[src/rtl/spi_write_ctrl_if.sv]
// Bus bundle for spi_write_ctrl: start/data handshake from the controlling
// FSM plus the registered SPI pins and busy/done status.
//   start_i  transfer request (level, sampled in IDLE)
//   data_i   word to send, captured on accept
//   busy_o   transfer in progress (accept edge until return to IDLE)
//   done_o   one-cycle pulse as cs_no rises
//   sclk_o   SPI clock, mode 0
//   mosi_o   SPI data out, MSB first
//   cs_no    SPI chip select, active low
// master: controller side, slave: spi_write_ctrl side.
interface spi_write_ctrl_if #(
    parameter int DataWidth = 16
);
    logic                 start_i;
    logic [DataWidth-1:0] data_i;
    logic                 busy_o;
    logic                 done_o;
    logic                 sclk_o;
    logic                 mosi_o;
    logic                 cs_no;

    modport master (
        output start_i, data_i,
        input  busy_o, done_o, sclk_o, mosi_o, cs_no
    );

    modport slave (
        input  start_i, data_i,
        output busy_o, done_o, sclk_o, mosi_o, cs_no
    );
endinterface

[src/rtl/spi_write_ctrl.sv]
// SPI mode-0 write-only master. Sends one DataWidth word MSB first per
// accepted start, sclk half-period = ClkDiv system clocks, framed by cs_no.
// Ports:
//   clk_i   system clock, rising edge
//   rst_ni  asynchronous active-low reset, aborts any transfer
//   bus     spi_write_ctrl_if.slave (start_i, data_i, busy_o, done_o,
//           sclk_o, mosi_o, cs_no); all outputs registered
//
// state | meaning
// IDLE  | waiting for start_i, cs_no high, sclk low
// LOW   | sclk low half-period, current bit on mosi
// HIGH  | sclk high half-period, slave samples on the rising edge
// HOLD  | sclk low after last bit, cs_no still low
// GAP   | cs_no high recovery time, still busy
module spi_write_ctrl #(
    parameter int DataWidth = 16,
    parameter int ClkDiv    = 4,
    parameter int DivWidth  = 8,
    parameter int BitWidth  = 5
) (
    input logic              clk_i,
    input logic              rst_ni,
    spi_write_ctrl_if.slave  bus
);

    typedef enum logic [2:0] {IDLE, LOW, HIGH, HOLD, GAP} state_t;

    localparam logic [DivWidth-1:0] DivLast = DivWidth'(ClkDiv - 1);
    localparam logic [BitWidth-1:0] BitLast = BitWidth'(DataWidth - 1);

    state_t               state_q, state_d;
    logic [DivWidth-1:0]  div_q, div_d;
    logic [BitWidth-1:0]  bit_q, bit_d;
    logic [DataWidth-1:0] shift_q, shift_d;
    logic                 sclk_q, sclk_d;
    logic                 mosi_q, mosi_d;
    logic                 cs_q, cs_d;
    logic                 busy_q, busy_d;
    logic                 done_q, done_d;
    logic                 phase_end;

    always_ff @(posedge clk_i or negedge rst_ni) begin
        if (!rst_ni) begin
            state_q <= IDLE;
            div_q   <= '0;
            bit_q   <= '0;
            shift_q <= '0;
            sclk_q  <= 1'b0;
            mosi_q  <= 1'b0;
            cs_q    <= 1'b1;
            busy_q  <= 1'b0;
            done_q  <= 1'b0;
        end else begin
            state_q <= state_d;
            div_q   <= div_d;
            bit_q   <= bit_d;
            shift_q <= shift_d;
            sclk_q  <= sclk_d;
            mosi_q  <= mosi_d;
            cs_q    <= cs_d;
            busy_q  <= busy_d;
            done_q  <= done_d;
        end
    end

    always_comb begin
        state_d = state_q;
        bit_d   = bit_q;
        shift_d = shift_q;
        done_d  = 1'b0;

        phase_end = (div_q == DivLast);
        // Counter sits at zero in IDLE so every phase starts from a full count.
        div_d = (state_q == IDLE || phase_end) ? '0 : div_q + 1'b1;

        case (state_q)
            IDLE: begin
                if (bus.start_i) begin
                    shift_d = bus.data_i;
                    bit_d   = '0;
                    state_d = LOW;
                end
            end
            LOW: begin
                if (phase_end) state_d = HIGH;
            end
            HIGH: begin
                if (phase_end) begin
                    if (bit_q < BitLast) begin
                        bit_d   = bit_q + 1'b1;
                        shift_d = {shift_q[DataWidth-2:0], 1'b0};
                        state_d = LOW;
                    end else begin
                        state_d = HOLD;
                    end
                end
            end
            HOLD: begin
                if (phase_end) begin
                    state_d = GAP;
                    done_d  = 1'b1;
                end
            end
            GAP: begin
                if (phase_end) state_d = IDLE;
            end
            default: state_d = IDLE;
        endcase

        // Outputs are decoded from the next state and registered, so each pin
        // changes exactly on the edge that enters the corresponding phase.
        sclk_d = (state_d == HIGH);
        cs_d   = (state_d == IDLE) || (state_d == GAP);
        busy_d = (state_d != IDLE);
        mosi_d = (state_d == LOW || state_d == HIGH || state_d == HOLD) ?
                 shift_d[DataWidth-1] : 1'b0;
    end

    assign bus.sclk_o = sclk_q;
    assign bus.mosi_o = mosi_q;
    assign bus.cs_no  = cs_q;
    assign bus.busy_o = busy_q;
    assign bus.done_o = done_q;

endmodule

[src/flat_wrapper.sv]
// flat-port wrapper written by rule: the top's interface ports become plain ports
module spi_write_ctrl_flat 
#(
    parameter int DataWidth = 16,
    parameter int ClkDiv    = 4,
    parameter int DivWidth  = 8,
    parameter int BitWidth  = 5
)
  (clk_i, rst_ni, bus_start_i, bus_data_i, bus_busy_o, bus_done_o, bus_sclk_o, bus_mosi_o, bus_cs_no);
  spi_write_ctrl_if #(.DataWidth(DataWidth)) bus_i ();
  input logic clk_i;
  input logic rst_ni;
  input wire logic [$bits(bus_i.start_i)-1:0] bus_start_i;
  input wire logic [$bits(bus_i.data_i)-1:0] bus_data_i;
  output wire logic [$bits(bus_i.busy_o)-1:0] bus_busy_o;
  output wire logic [$bits(bus_i.done_o)-1:0] bus_done_o;
  output wire logic [$bits(bus_i.sclk_o)-1:0] bus_sclk_o;
  output wire logic [$bits(bus_i.mosi_o)-1:0] bus_mosi_o;
  output wire logic [$bits(bus_i.cs_no)-1:0] bus_cs_no;
  assign bus_i.start_i = bus_start_i;
  assign bus_i.data_i = bus_data_i;
  assign bus_busy_o = bus_i.busy_o;
  assign bus_done_o = bus_i.done_o;
  assign bus_sclk_o = bus_i.sclk_o;
  assign bus_mosi_o = bus_i.mosi_o;
  assign bus_cs_no = bus_i.cs_no;
  spi_write_ctrl #(.DataWidth(DataWidth), .ClkDiv(ClkDiv), .DivWidth(DivWidth), .BitWidth(BitWidth)) u_core (.clk_i(clk_i), .rst_ni(rst_ni), .bus(bus_i));
endmodule
[config.mk]
export PLATFORM = sky130hd
export DESIGN_NAME = spi_write_ctrl_flat
export DESIGN_NICKNAME = d
export VERILOG_FILES = /design/src/rtl/spi_write_ctrl_if.sv /design/src/rtl/spi_write_ctrl.sv /design/src/flat_wrapper.sv
export SDC_FILE = /design/constraint.sdc
export NUM_CORES = 1
export LEC_CHECK = 0
export ABC_AREA = 0
export BUFFER_PORTS_ARGS = -buffer_cell sky130_fd_sc_hd__buf_2
export CORE_MARGIN = 5
export CORE_UTILIZATION = 59
export CTS_BUF_LIST = sky130_fd_sc_hd__clkbuf_8
export DETAILED_ROUTE_END_ITERATION = 7
export PLACE_DENSITY = 0.82
export SLEW_MARGIN = 0
export SYNTH_ARGS = -nofsm -noshare
export SYNTH_HDL_FRONTEND = slang
export SYNTH_SLANG_ARGS = --single-unit
[constraint.sdc]
create_clock -name clk_i -period 2.38 [get_ports clk_i]
set_input_delay 0.476 -clock clk_i [delete_from_list [all_inputs] [get_ports clk_i]]
set_output_delay 0.476 -clock clk_i [all_outputs]
set_load 0.005 [all_outputs]
Word-level counts from Yosys, hierarchy flattened
Cells that the tools add are included.

storage, ports and cells
  input port bits = 19
  register bits after elaboration = 37
  word-level logic and storage cells = 53

cells by class
  mux-type cells = 19
  equal/unequal tests = 12
  reductions and logical operators = 9
  order comparisons = 1
  add/sub/neg operators = 2

operators with widths
  cell                 number
  $mux 16              3
  $pmux 16 s2          1
  $mux 3               5
  $mux 5               3
  $pmux 3 s5           1
  $eq 3x2->1 const B   4
  $pmux 5 s2           1
  $add 8x1->8 const B  1
  $eq 8x2->1 const B   1
  $mux 8               1
  $eq 3x1->1 const B   2
  $eq 3x3->1 const B   2
  $logic_not 3->1      2
  $add 5x1->5 const B  1
  $lt 5x4->1 const B   1
  $logic_or 1x1->1     4
  $ne 2x1->1 const B   2
  $reduce_and 4->1     1
  $mux 1               3
  $reduce_bool 3->1    1
  $mux 2               1
  $ne 2x2->1 const B   1
  $reduce_bool 2->1    1

Longest topological paths before layout
  word-level depth = 8
  gate-level depth with buffers = 7
  gate-level depth less buffers = 5

Worst setup path before layout
Ideal clock, no wire load.

  path type = flip-flop to flip-flop
  start = register u_core.div_q[0]
  end = register u_core.shift_q[10]
  data required time = 2254 ps
  cell stages (with the launch flop) = 8
  path buffers = 2
  period minus slack after synthesis = 1814 ps
  path slack = 566 ps
  data arrival time = 1688 ps
  cells stage by stage = dfrtp_1 > ha_1 > nor3b_1 > and3_1 > and3_1 > buf_6 > buf_6 > a221o_1

on the way
  cells in the longest elaborated chain, start to end = 3

ends and longest elaborated chain
  item                        line                  RTL
  from (decl)                 spi_write_ctrl.sv:32  logic [DivWidth-1:0] div_q, div_d;
  from (signal assigned)      spi_write_ctrl.sv:55  div_q <= div_d;
  $eq 8x2->1                  spi_write_ctrl.sv:72  phase_end = (div_q == DivLast);
  $ne 2x1->1 (no line)        --
  $reduce_and 4->1 (no line)  --
  to (signal assigned)        spi_write_ctrl.sv:57  shift_q <= shift_d;
  to (decl)                   spi_write_ctrl.sv:34  logic [DataWidth-1:0] shift_q, shift_d;

Every way passes these cells.
A chain may end at the register's enable or synchronous reset.

Worst setup path in the final report
  start = register u_core.div_q[0]
  end = register u_core.shift_q[11]

Same word-level chain as after synthesis.

==> results.sh <==
export IMPL_status="finished, final reports clean"
export IMPL_cts_sinks=37
export IMPL_crit_chain="ha_1 -> nor3b_1 -> and3_1 -> and3_1 -> a221o_1"
export IMPL_final_period_utilization_pct=86.9
export IMPL_finalPower_w=0.00206
export IMPL_grt_ovfl_total=0
export IMPL_first_global_vias=1246
export IMPL_multiInputGateArea_um2=714
export IMPL_antenna_found_initial=0
export IMPL_final_util_pct=68.3
export IMPL_cts_root_buf="clkbuf_8"
export IMPL_synth_fp_nets=173
export IMPL_grt_max_degree=38
export IMPL_tightestPinTransition_ns=0.781
export IMPL_required_ns=2.60
export IMPL_avgRoutedWirePerCell_um=15.6
export IMPL_setup_tns_ns=0
export IMPL_cts_made_buffers=5
export IMPL_synth_edff_count=0
export IMPL_htree_levels=2
export IMPL_finalWorstSetupSlack_ns=0.311
export IMPL_cp_start_kind="register"
export IMPL_ir_worst_vdd_uv=807
export IMPL_post_route_min_period_ns=2.07
export IMPL_synth_area_mm2=0.00172
export IMPL_skew_ns=0.00961
export IMPL_drtIter0Drc=139
export IMPL_start_util_pct=61.9
export IMPL_num_rows=19
export IMPL_hpwlAfterDp_um=2240
export IMPL_cts_hold_buf=0
export IMPL_syn_to_final_growth_pct=10.4
export IMPL_cp_end_kind="register"
export IMPL_worst_path_buf_inv=0
export IMPL_grt_pass1_wl_um=5700
export IMPL_rsz0062_at_grt="no"
export IMPL_synth_distinct_cells=40
export IMPL_post_cts_buffers=0
export IMPL_hold_viol=0
export IMPL_grt_usage_pct=17.4
export IMPL_synth_avg_cell_area_um2=11.3
export IMPL_critical_path_depth=5
export IMPL_antenna_cells=0
export IMPL_critical_path_max_stage_delay_ns=0.52
export IMPL_tritoncts="done"
export IMPL_vias=1276
export IMPL_seq_area_frac_synth_pct=53.9
export IMPL_whs_ns=0.256
export IMPL_ant_nets=0
export IMPL_gp_congestion=0.755
export IMPL_finalSetupViolCount=0
export IMPL_preCtsSetupSlack_ns=0.362
export IMPL_drv_cap=0
export IMPL_ys_ff_latch=37
export IMPL_async_flop_share_pct=100
export IMPL_p_leak_nw=0.961
export IMPL_synthFlopType="dfrtp_1"
export IMPL_synth_area_leaders="dfrtp_1 (52%), a221o_1 (8.1%), and3_1 (6.9%)"
export IMPL_slew_headroom_pct=48.0
export IMPL_drt_vias_per_instance=6.22
export IMPL_crit_family="simple AND/OR/NAND/NOR gates"
export IMPL_crit_type="reg -> reg"
export IMPL_hold_class="in -> async"
export IMPL_cpMostUsedCell="and3_1"
export IMPL_pin_count=24
export IMPL_finish_net_count=194
export IMPL_ys_top_cells_by_count="dfrtp_1 (36), and3_1 (19), a221o_1 (14), nor2_1 (11), nand2_1 (8)"
export IMPL_fp_coreArea_mm2=0.00278
export IMPL_die_h_um=64.0
export IMPL_path_clk_slew_ns=0.07
export IMPL_port_buffers=23
export IMPL_yosysWarnings=0
export IMPL_cp_arrival_ns=2.29
export IMPL_crit_slowest_cell="and3_1"
export IMPL_cts_buffer_depth=2
export IMPL_rr_worst_depth=5
export IMPL_die_area_mm2=0.00410
export IMPL_synth_most_common_cell="dfrtp_1"
export IMPL_die_w_um=64.0
export IMPL_cts_resized=0
export IMPL_syn_inst=152
export IMPL_fmax_mhz=483
export IMPL_first_pass_iters=4
export IMPL_seq_area_um2=927
export IMPL_slew_viol_final=0
export IMPL_drive_gt1_share_pct=21.8
export IMPL_insertion_delay_ns=0.29
export IMPL_critical_path_max_fanout=16
export IMPL_wirelength_um=3200
export IMPL_final_fill_count=208
export IMPL_powerDensity_mw_per_mm2=1080
export IMPL_yosysTopAreaCellShare_pct=52.3
export IMPL_drcViolationCount=0
export IMPL_synth_top_area_cell="dfrtp_1"
[state kept, by name, indices dropped and copies added (netlist names)]
name               count
u_core.bit_q           5
u_core.bus.busy_o      1
u_core.bus.cs_no       1
u_core.bus.done_o      1
u_core.bus.mosi_o      1
u_core.bus.sclk_o      1
u_core.div_q           8
u_core.shift_q        16
u_core.state_q         3
[kinds of logic after synthesis]
family | count (synthesis) | share of synthesized area, %
AND/OR/NAND/NOR | 61 | 19.9
flip-flops | 37 | 53.9
AO/OA/AOI/OAI | 31 | 15.8
buffers and inverters | 13 | 4.65
XOR/XNOR | 6 | 3.05
multiplexers | 2 | 1.24
adder cells (fa/ha/maj) | 2 | 1.45
[worst register-to-register path: cells and delay by family (launching register included)]
family / cells / cell delay (ns)
flip-flops: 1 / 0.39
adder cells (fa/ha/maj): 1 / 0.22
AO/OA/AOI/OAI: 1 / 0.26
AND/OR/NAND/NOR: 3 / 1.14
[final timing paths]
kind,startpoint,end,slack [ns]
max,u_core.div_q[0],u_core.shift_q[11],0.31
min in group clk_i,bus_data_i[0],u_core.shift_q[0],0.40
max reg2reg,u_core.div_q[0],u_core.shift_q[11],0.31
min,rst_ni,u_core.bus.done_o,0.26
max in group asynchronous,rst_ni,u_core.div_q[0],1.62
min reg2reg,u_core.div_q[0],u_core.div_q[0],0.50
[layout by cell type, fill, tap and decap left out, drive strengths merged, types with 2 or more instances in the layout]
| master | instances |
|---|---|
| xor2 | 4 |
| nor3b | 2 |
| inv | 3 |
| nand2 | 9 |
| nor2b | 2 |
| nor3 | 3 |
| a22o | 2 |
| nor2 | 11 |
| dfrtp | 36 |
| a21oi | 2 |
| a31oi | 3 |
| nand3 | 5 |
| ha | 2 |
| and3 | 19 |
| and2 | 3 |
| clkbuf | 5 |
| nand4 | 2 |
| a221o | 14 |
| buf | 25 |
| xnor2 | 2 |
| clkinv | 2 |
[per-stage QoR]
stage / std cells / cell area, um^2
final: 205 / 1900
after global routing: 205 / 1900
after CTS: 205 / 1900
after detailed placement: 197 / 1820
after global placement: 197 / 1820
after floorplan: 152 / 1720
[layer usage]
metal	share of wire (%)	GRT usage (%)	up-vias
li1	-	-	606
met1	45	23.0	629
met2	48	26.9	37
met3	6.0	5.43	4
met4	0.53	6.23	0
met5	0	0	-
[layout make-up]
type	instances	share of cell area, %
flip-flops and latches	37	48.8
multi-input cells	102	37.6
repair buffers	25	6.85
clock buffers	5	3.62
well taps	31	2.04
clock inverters	3	0.724
inverters	2	0.395
[power by group]
part	switching [W]	internal [W]
Combinational	0.000302	0.000311
Clock	0.000219	0.000198
Sequential	0.000176	0.000849
Total	0.000697	0.00136
(Power assumes the default switching activity.)
